<file path="src/rtl/regfile_write_scheduler_if.sv">
// Write-scheduler bus: two writeback requesters, clear control, and the
// register file write port. The master is the requester/clear side; the slave is the scheduler.
interface regfile_write_scheduler_if #(
    parameter int AW = 5,
    parameter int DW = 32
);
    logic          req0;
    logic [AW-1:0] addr0;
    logic [DW-1:0] data0;
    logic          ack0;
    logic          req1;
    logic [AW-1:0] addr1;
    logic [DW-1:0] data1;
    logic          ack1;
    logic          clr_start;
    logic          clr_busy;
    logic          clr_done;
    logic [AW-1:0] W_Addr;
    logic [DW-1:0] W_Data;
    logic          Write_Reg;

    modport master (
        output req0, addr0, data0, req1, addr1, data1, clr_start,
        input  ack0, ack1, clr_busy, clr_done, W_Addr, W_Data, Write_Reg
    );

    modport slave (
        input  req0, addr0, data0, req1, addr1, data1, clr_start,
        output ack0, ack1, clr_busy, clr_done, W_Addr, W_Data, Write_Reg
    );
endinterface

</file>
<file path="src/rtl/regfile_write_scheduler.sv">
// Owns the register file write port: round-robin arbitration between two
// writeback ports plus a sequencer that zeroes every register, one per cycle.
module regfile_write_scheduler #(
    parameter int AW         = 5,
    parameter int DW         = 32,
    parameter bit PROTECT_R0 = 1'b1
) (
    input  logic                   Clk,
    input  logic                   Reset,
    regfile_write_scheduler_if.slave bus
);
    localparam logic [1:0] IDLE  = 2'd0;
    localparam logic [1:0] CLEAR = 2'd1;
    localparam logic [1:0] DONE  = 2'd2;

    localparam logic [AW:0] LAST_CNT = {1'b0, {AW{1'b1}}};

    logic [1:0]    state_q, state_d;
    logic [AW:0]   cnt_q, cnt_d;
    logic          last_grant_q, last_grant_d;
    logic          write_reg_q, write_reg_d;
    logic [AW-1:0] w_addr_q, w_addr_d;
    logic [DW-1:0] w_data_q, w_data_d;
    logic          ack0_q, ack0_d;
    logic          ack1_q, ack1_d;
    logic          clr_busy_q, clr_busy_d;
    logic          clr_done_q, clr_done_d;

    logic          elig0, elig1, grant1;
    logic [AW-1:0] win_addr;
    logic [DW-1:0] win_data;

    // A port acked this cycle is still holding its old request; mask it once.
    assign elig0    = bus.req0 & ~ack0_q;
    assign elig1    = bus.req1 & ~ack1_q;
    assign grant1   = elig1 & (~elig0 | ~last_grant_q);
    assign win_addr = grant1 ? bus.addr1 : bus.addr0;
    assign win_data = grant1 ? bus.data1 : bus.data0;

    always_comb begin
        // NOTE: every next-state signal gets a default first so no path infers a latch.
        state_d      = state_q;
        cnt_d        = cnt_q;
        last_grant_d = last_grant_q;
        write_reg_d  = 1'b0;
        w_addr_d     = w_addr_q;
        w_data_d     = w_data_q;
        ack0_d       = 1'b0;
        ack1_d       = 1'b0;
        clr_busy_d   = 1'b0;
        clr_done_d   = 1'b0;

        case (state_q)
            IDLE: begin
                if (bus.clr_start) begin
                    state_d = CLEAR;
                    cnt_d   = '0;
                end else if (elig0 | elig1) begin
                    ack0_d       = ~grant1;
                    ack1_d       = grant1;
                    last_grant_d = grant1;
                    // A protected write to r0 is acknowledged but dropped.
                    if (!(PROTECT_R0 && (win_addr == '0))) begin
                        write_reg_d = 1'b1;
                        w_addr_d    = win_addr;
                        w_data_d    = win_data;
                    end
                end
            end
            CLEAR: begin
                write_reg_d = 1'b1;
                w_addr_d    = cnt_q[AW-1:0];
                w_data_d    = '0;
                clr_busy_d  = 1'b1;
                cnt_d       = cnt_q + 1'b1;
                if (cnt_q == LAST_CNT) begin
                    state_d = DONE;
                end
            end
            DONE: begin
                clr_done_d = 1'b1;
                state_d    = IDLE;
            end
            default: state_d = IDLE;
        endcase
    end

    // NOTE: state registers use non-blocking assignment so every flop samples pre-edge values.
    always_ff @(posedge Clk or posedge Reset) begin
        if (Reset) begin
            state_q      <= IDLE;
            cnt_q        <= '0;
            last_grant_q <= 1'b1;
            write_reg_q  <= 1'b0;
            w_addr_q     <= '0;
            w_data_q     <= '0;
            ack0_q       <= 1'b0;
            ack1_q       <= 1'b0;
            clr_busy_q   <= 1'b0;
            clr_done_q   <= 1'b0;
        end else begin
            state_q      <= state_d;
            cnt_q        <= cnt_d;
            last_grant_q <= last_grant_d;
            write_reg_q  <= write_reg_d;
            w_addr_q     <= w_addr_d;
            w_data_q     <= w_data_d;
            ack0_q       <= ack0_d;
            ack1_q       <= ack1_d;
            clr_busy_q   <= clr_busy_d;
            clr_done_q   <= clr_done_d;
        end
    end

    assign bus.Write_Reg = write_reg_q;
    assign bus.W_Addr    = w_addr_q;
    assign bus.W_Data    = w_data_q;
    assign bus.ack0      = ack0_q;
    assign bus.ack1      = ack1_q;
    assign bus.clr_busy  = clr_busy_q;
    assign bus.clr_done  = clr_done_q;
endmodule

</file>
<file path="src/flat_wrapper.sv">
// flat-port wrapper written by rule: the top's interface ports become plain ports
module regfile_write_scheduler_flat 
#(
    parameter int AW         = 5,
    parameter int DW         = 32,
    parameter bit PROTECT_R0 = 1'b1
)
  (Clk, Reset, bus_req0, bus_addr0, bus_data0, bus_req1, bus_addr1, bus_data1, bus_clr_start, bus_ack0, bus_ack1, bus_clr_busy, bus_clr_done, bus_W_Addr, bus_W_Data, bus_Write_Reg);
  regfile_write_scheduler_if #(.AW(AW), .DW(DW)) bus_i ();
  input  logic Clk;
  input  logic Reset;
  input wire logic [$bits(bus_i.req0)-1:0] bus_req0;
  input wire logic [$bits(bus_i.addr0)-1:0] bus_addr0;
  input wire logic [$bits(bus_i.data0)-1:0] bus_data0;
  input wire logic [$bits(bus_i.req1)-1:0] bus_req1;
  input wire logic [$bits(bus_i.addr1)-1:0] bus_addr1;
  input wire logic [$bits(bus_i.data1)-1:0] bus_data1;
  input wire logic [$bits(bus_i.clr_start)-1:0] bus_clr_start;
  output wire logic [$bits(bus_i.ack0)-1:0] bus_ack0;
  output wire logic [$bits(bus_i.ack1)-1:0] bus_ack1;
  output wire logic [$bits(bus_i.clr_busy)-1:0] bus_clr_busy;
  output wire logic [$bits(bus_i.clr_done)-1:0] bus_clr_done;
  output wire logic [$bits(bus_i.W_Addr)-1:0] bus_W_Addr;
  output wire logic [$bits(bus_i.W_Data)-1:0] bus_W_Data;
  output wire logic [$bits(bus_i.Write_Reg)-1:0] bus_Write_Reg;
  assign bus_i.req0 = bus_req0;
  assign bus_i.addr0 = bus_addr0;
  assign bus_i.data0 = bus_data0;
  assign bus_i.req1 = bus_req1;
  assign bus_i.addr1 = bus_addr1;
  assign bus_i.data1 = bus_data1;
  assign bus_i.clr_start = bus_clr_start;
  assign bus_ack0 = bus_i.ack0;
  assign bus_ack1 = bus_i.ack1;
  assign bus_clr_busy = bus_i.clr_busy;
  assign bus_clr_done = bus_i.clr_done;
  assign bus_W_Addr = bus_i.W_Addr;
  assign bus_W_Data = bus_i.W_Data;
  assign bus_Write_Reg = bus_i.Write_Reg;
  regfile_write_scheduler #(.AW(AW), .DW(DW), .PROTECT_R0(PROTECT_R0)) u_core (.Clk(Clk), .Reset(Reset), .bus(bus_i));
endmodule
</file>
<file path="config.mk">
export PLATFORM = sky130hd
export DESIGN_NAME = regfile_write_scheduler_flat
export DESIGN_NICKNAME = d
export VERILOG_FILES = /design/src/rtl/regfile_write_scheduler_if.sv /design/src/rtl/regfile_write_scheduler.sv /design/src/flat_wrapper.sv
export SDC_FILE = /design/constraint.sdc
export NUM_CORES = 1
export LEC_CHECK = 0
export CORE_ASPECT_RATIO = 1.2
export CORE_UTILIZATION = 35
export CTS_BUF_LIST = sky130_fd_sc_hd__clkbuf_2
export CTS_CLUSTER_SIZE = 28
export DETAILED_ROUTE_END_ITERATION = 6
export PLACE_DENSITY_LB_ADDON = 0.15
export SKIP_CTS_REPAIR_TIMING = 1
export SYNTH_ARGS = -nofsm -noshare
export SYNTH_HDL_FRONTEND = slang
export SYNTH_SLANG_ARGS = --single-unit
</file>
<file path="constraint.sdc">
create_clock -name Clk -period 4 [get_ports Clk]
set_clock_uncertainty 0.1 [all_clocks]
set_input_delay 0.4 -clock Clk [delete_from_list [all_inputs] [get_ports Clk]]
set_output_delay 0.4 -clock Clk [all_outputs]
set_load 0.03 [all_outputs]
</file>
==> impl_metrics.ini <==
[logic_synthesis]
yosys_register_bits = 51
synthArstFlopShare_pct = 100
syn-cell-area_mm2 = 0.00287
synth_cell_type_count = 39
synth_warnings = 0
synth_ff_type = dfrtp_1
syn_inst = 252
synth_area_per_cell_um2 = 11.4
yosysSeqAreaShare_pct = 44.5
synth_nets = 332
synth_edf_count = 0

[grt]
grt_util_all_layers_pct = 18.4
grt_max_degree = 52
grt_pass1_wl_um = 12400
grt_pass1_vias = 2356
grt_overflow_total = 0
antenna_found_initial = 0

[timing]
post-route-period-util_pct = 55.9
layout_min_cycle_time_ps = 2240
tns_ps = 0
maxSlewHeadroom_pct = 29.4
setup_viol = 0
timing_hold_violations_final = 0
finalMaxSlewViolations = 0
rsz0062_at_grt = no
tightest_slew_ps = 1060
max_freq_mhz = 447

[cts]
cts_buffers = 5
cts_root_buffer = clkbuf_2
cts_sinks = 51
clk_pin_slew_worst_paths_ps = 260
cts_tree = built
cts_buffer_depth = 2
htree_levels = 2
clk_latency_ps = 410

[power]
power_frac_clock_pct = 17.9
p_sw_uw = 512
seqPwrFrac_pct = 44.5
ir_worst_vdd_v = 0.000263
comb_power_share_pct = 37.6
pwr_density_cell_mw_per_mm2 = 351
power.share.switching_pct = 35.3
p_int_uw = 938
power_leakage_uw = 0.00164

[worst_setup_path]
crit_fanout = 20
cp-start-kind = flop
reg2reg_to = u_core.bus.W_Data[20]
rr_startpoint = u_core.last_grant_q
slowest_delay_ps = 590
worstPathCellList = and3b_1 > o211ai_2 > and3_2 > buf_4 > a211oi_2
r2r_slack_ps = 1760
end_kind = flop
critPathSlowestCell = dfstp_2
crit_arrival_ps = 2460
critical_path_class = flop to flop
worstPathRequired_ps = 4230
reg2regPathDepth = 5

[drt]
drc_errors = 7
vias_per_cell = 5.39
via_count = 2442
wl_per_cell_um = 17.2
drtPass1Iterations = 7
detail-route-antenna-nets = 0
drt_iter0_markers = 104
drt-total-wl_um = 7800

[layout]
utilization_pct = 53.1
final_cell_mix = 120 x clkdlybuf4s50_1, 50 x dfrtp_1, 34 x a31oi_1
n_antenna_cell = 0
finalNetCount = 441
drive_gt1_share_pct = 14.7
syn_to_final_growth_pct = 44.2
layout_commonest_cell = clkdlybuf4s50_1

[floorplan]
die_w_um = 84.7
core_region_area_mm2 = 0.00779
dieArea_mm2 = 0.00857
io_pins = 121
core.rowCount = 35
start_util_pct = 36.8
chipHeight_um = 101

[place]
io_buffers = 120
place_hpwl_um = 5440
gp_congestion = 0.805

[hold_path]
hold_path.class = primary input to async pin

[flow_run]
cap_violations = 0

[status]
violations = design-rule violations
outcome = complete, but fails checks
## power by group through the flow
stage / combinational, µW / clock (µW) / sequential [µW]
finish: 545 / 260 / 645
global route: 585 / 293 / 660
detailed placement: 550 / 0 / 654
floorplan: 271 / 0 / 721
CTS: 551 / 273 / 645
global placement: 545 / 0 / 653
## Yosys cell counts (2+ instances only)
master	n	share of area, %
o21ai_0	10	1.7
a211oi_2	30	13
and2_1	4	0.87
a311o_1	4	1.4
nand2b_1	2	0.44
buf_6	3	1.2
nor2b_1	3	0.65
inv_1	3	0.39
a211oi_1	2	0.52
o21ai_1	3	0.52
mux2i_1	32	11
clkbuf_1	7	0.92
buf_8	3	1.6
dfrtp_1	50	44
o211ai_1	2	0.52
nand3_1	9	1.6
a31oi_1	34	7.4
nand4_1	3	0.65
buf_2	12	2.1
nor2_1	4	0.52
a21oi_1	6	1.0
nand2_1	9	1.2
## layer usage
layer	vias to the layer above	share of wire (%)	global-route usage (%)
met5	-	0	0
met4	0	0.55	5.08
met3	2	6.1	4.16
met2	78	51	31.2
met1	1169	42	23.9
li1	1193	-	-
## layout make-up
class                   instances  area [µm²]
well taps                      92         115
inverters                       4        15.0
flip-flops and latches         51        1280
fillers                       707        3660
repair buffers                127        1250
clock inverters                 2        37.5
multi-input cells             172        1410
clock buffers                   5        25.0
## how the worst max path moves through the flow
stage               slack (ps)                start  cells past startpoint               endpoint
floorplan                 2150      u_core.bus.ack1                      7  u_core.bus.W_Data[10]
global placement          1460             bus_req1                      6   u_core.bus.W_Data[1]
detailed placement        1380             bus_req1                      6   u_core.bus.W_Addr[3]
CTS                       1750  u_core.last_grant_q                      5  u_core.bus.W_Data[20]
global route              1620  u_core.last_grant_q                      5   u_core.bus.W_Addr[3]
finish                    1760  u_core.last_grant_q                      5  u_core.bus.W_Data[20]
## cell families after synthesis
logic type | share of synthesized area, %
AO/OA/AOI/OAI | 27.8
adder cells (fa/ha/maj) | 0.436
buffers and inverters | 6.28
flip-flops | 44.5
multiplexers | 11.2
AND/OR/NAND/NOR | 9.85
## flip-flops by register name, indices dropped and copies added (netlist names)
| register | count |
|---|---|
| u_core.bus.W_Addr | 5 |
| u_core.bus.clr_busy | 1 |
| u_core.cnt_q | 6 |
| u_core.bus.W_Data | 32 |
| u_core.last_grant_q | 1 |
| u_core.bus.Write_Reg | 1 |
| u_core.bus.ack1 | 1 |
| u_core.bus.ack0 | 1 |
| u_core.state_q | 2 |
| u_core.bus.clr_done | 1 |
## per-stage QoR
| stage | hold WS [ps] | instances | area (µm²) | total power, µW | setup WS (ps) |
|---|---|---|---|---|---|
| 6_report | 412 | 453 | 4140 | 1450 | 1760 |
| 2_1_floorplan | 347 | 252 | 2870 | 992 | 2150 |
| 5_1_grt | 445 | 453 | 4140 | 1540 | 1620 |
| 3_5_place_dp | 379 | 446 | 4080 | 1200 | 1380 |
| 3_3_place_gp | 372 | 446 | 4080 | 1200 | 1460 |
| 4_1_cts | 411 | 453 | 4140 | 1470 | 1750 |
## critical path: cells and delay by family (launching register included)
kind                   cells  cell delay (ps)
and+or+nand+nor            2              880
DFF                        1              590
AOI/OAI and AO/OA          2              330
buffers and inverters      1              270
Note: power is estimated with default switching activity, not from simulation.
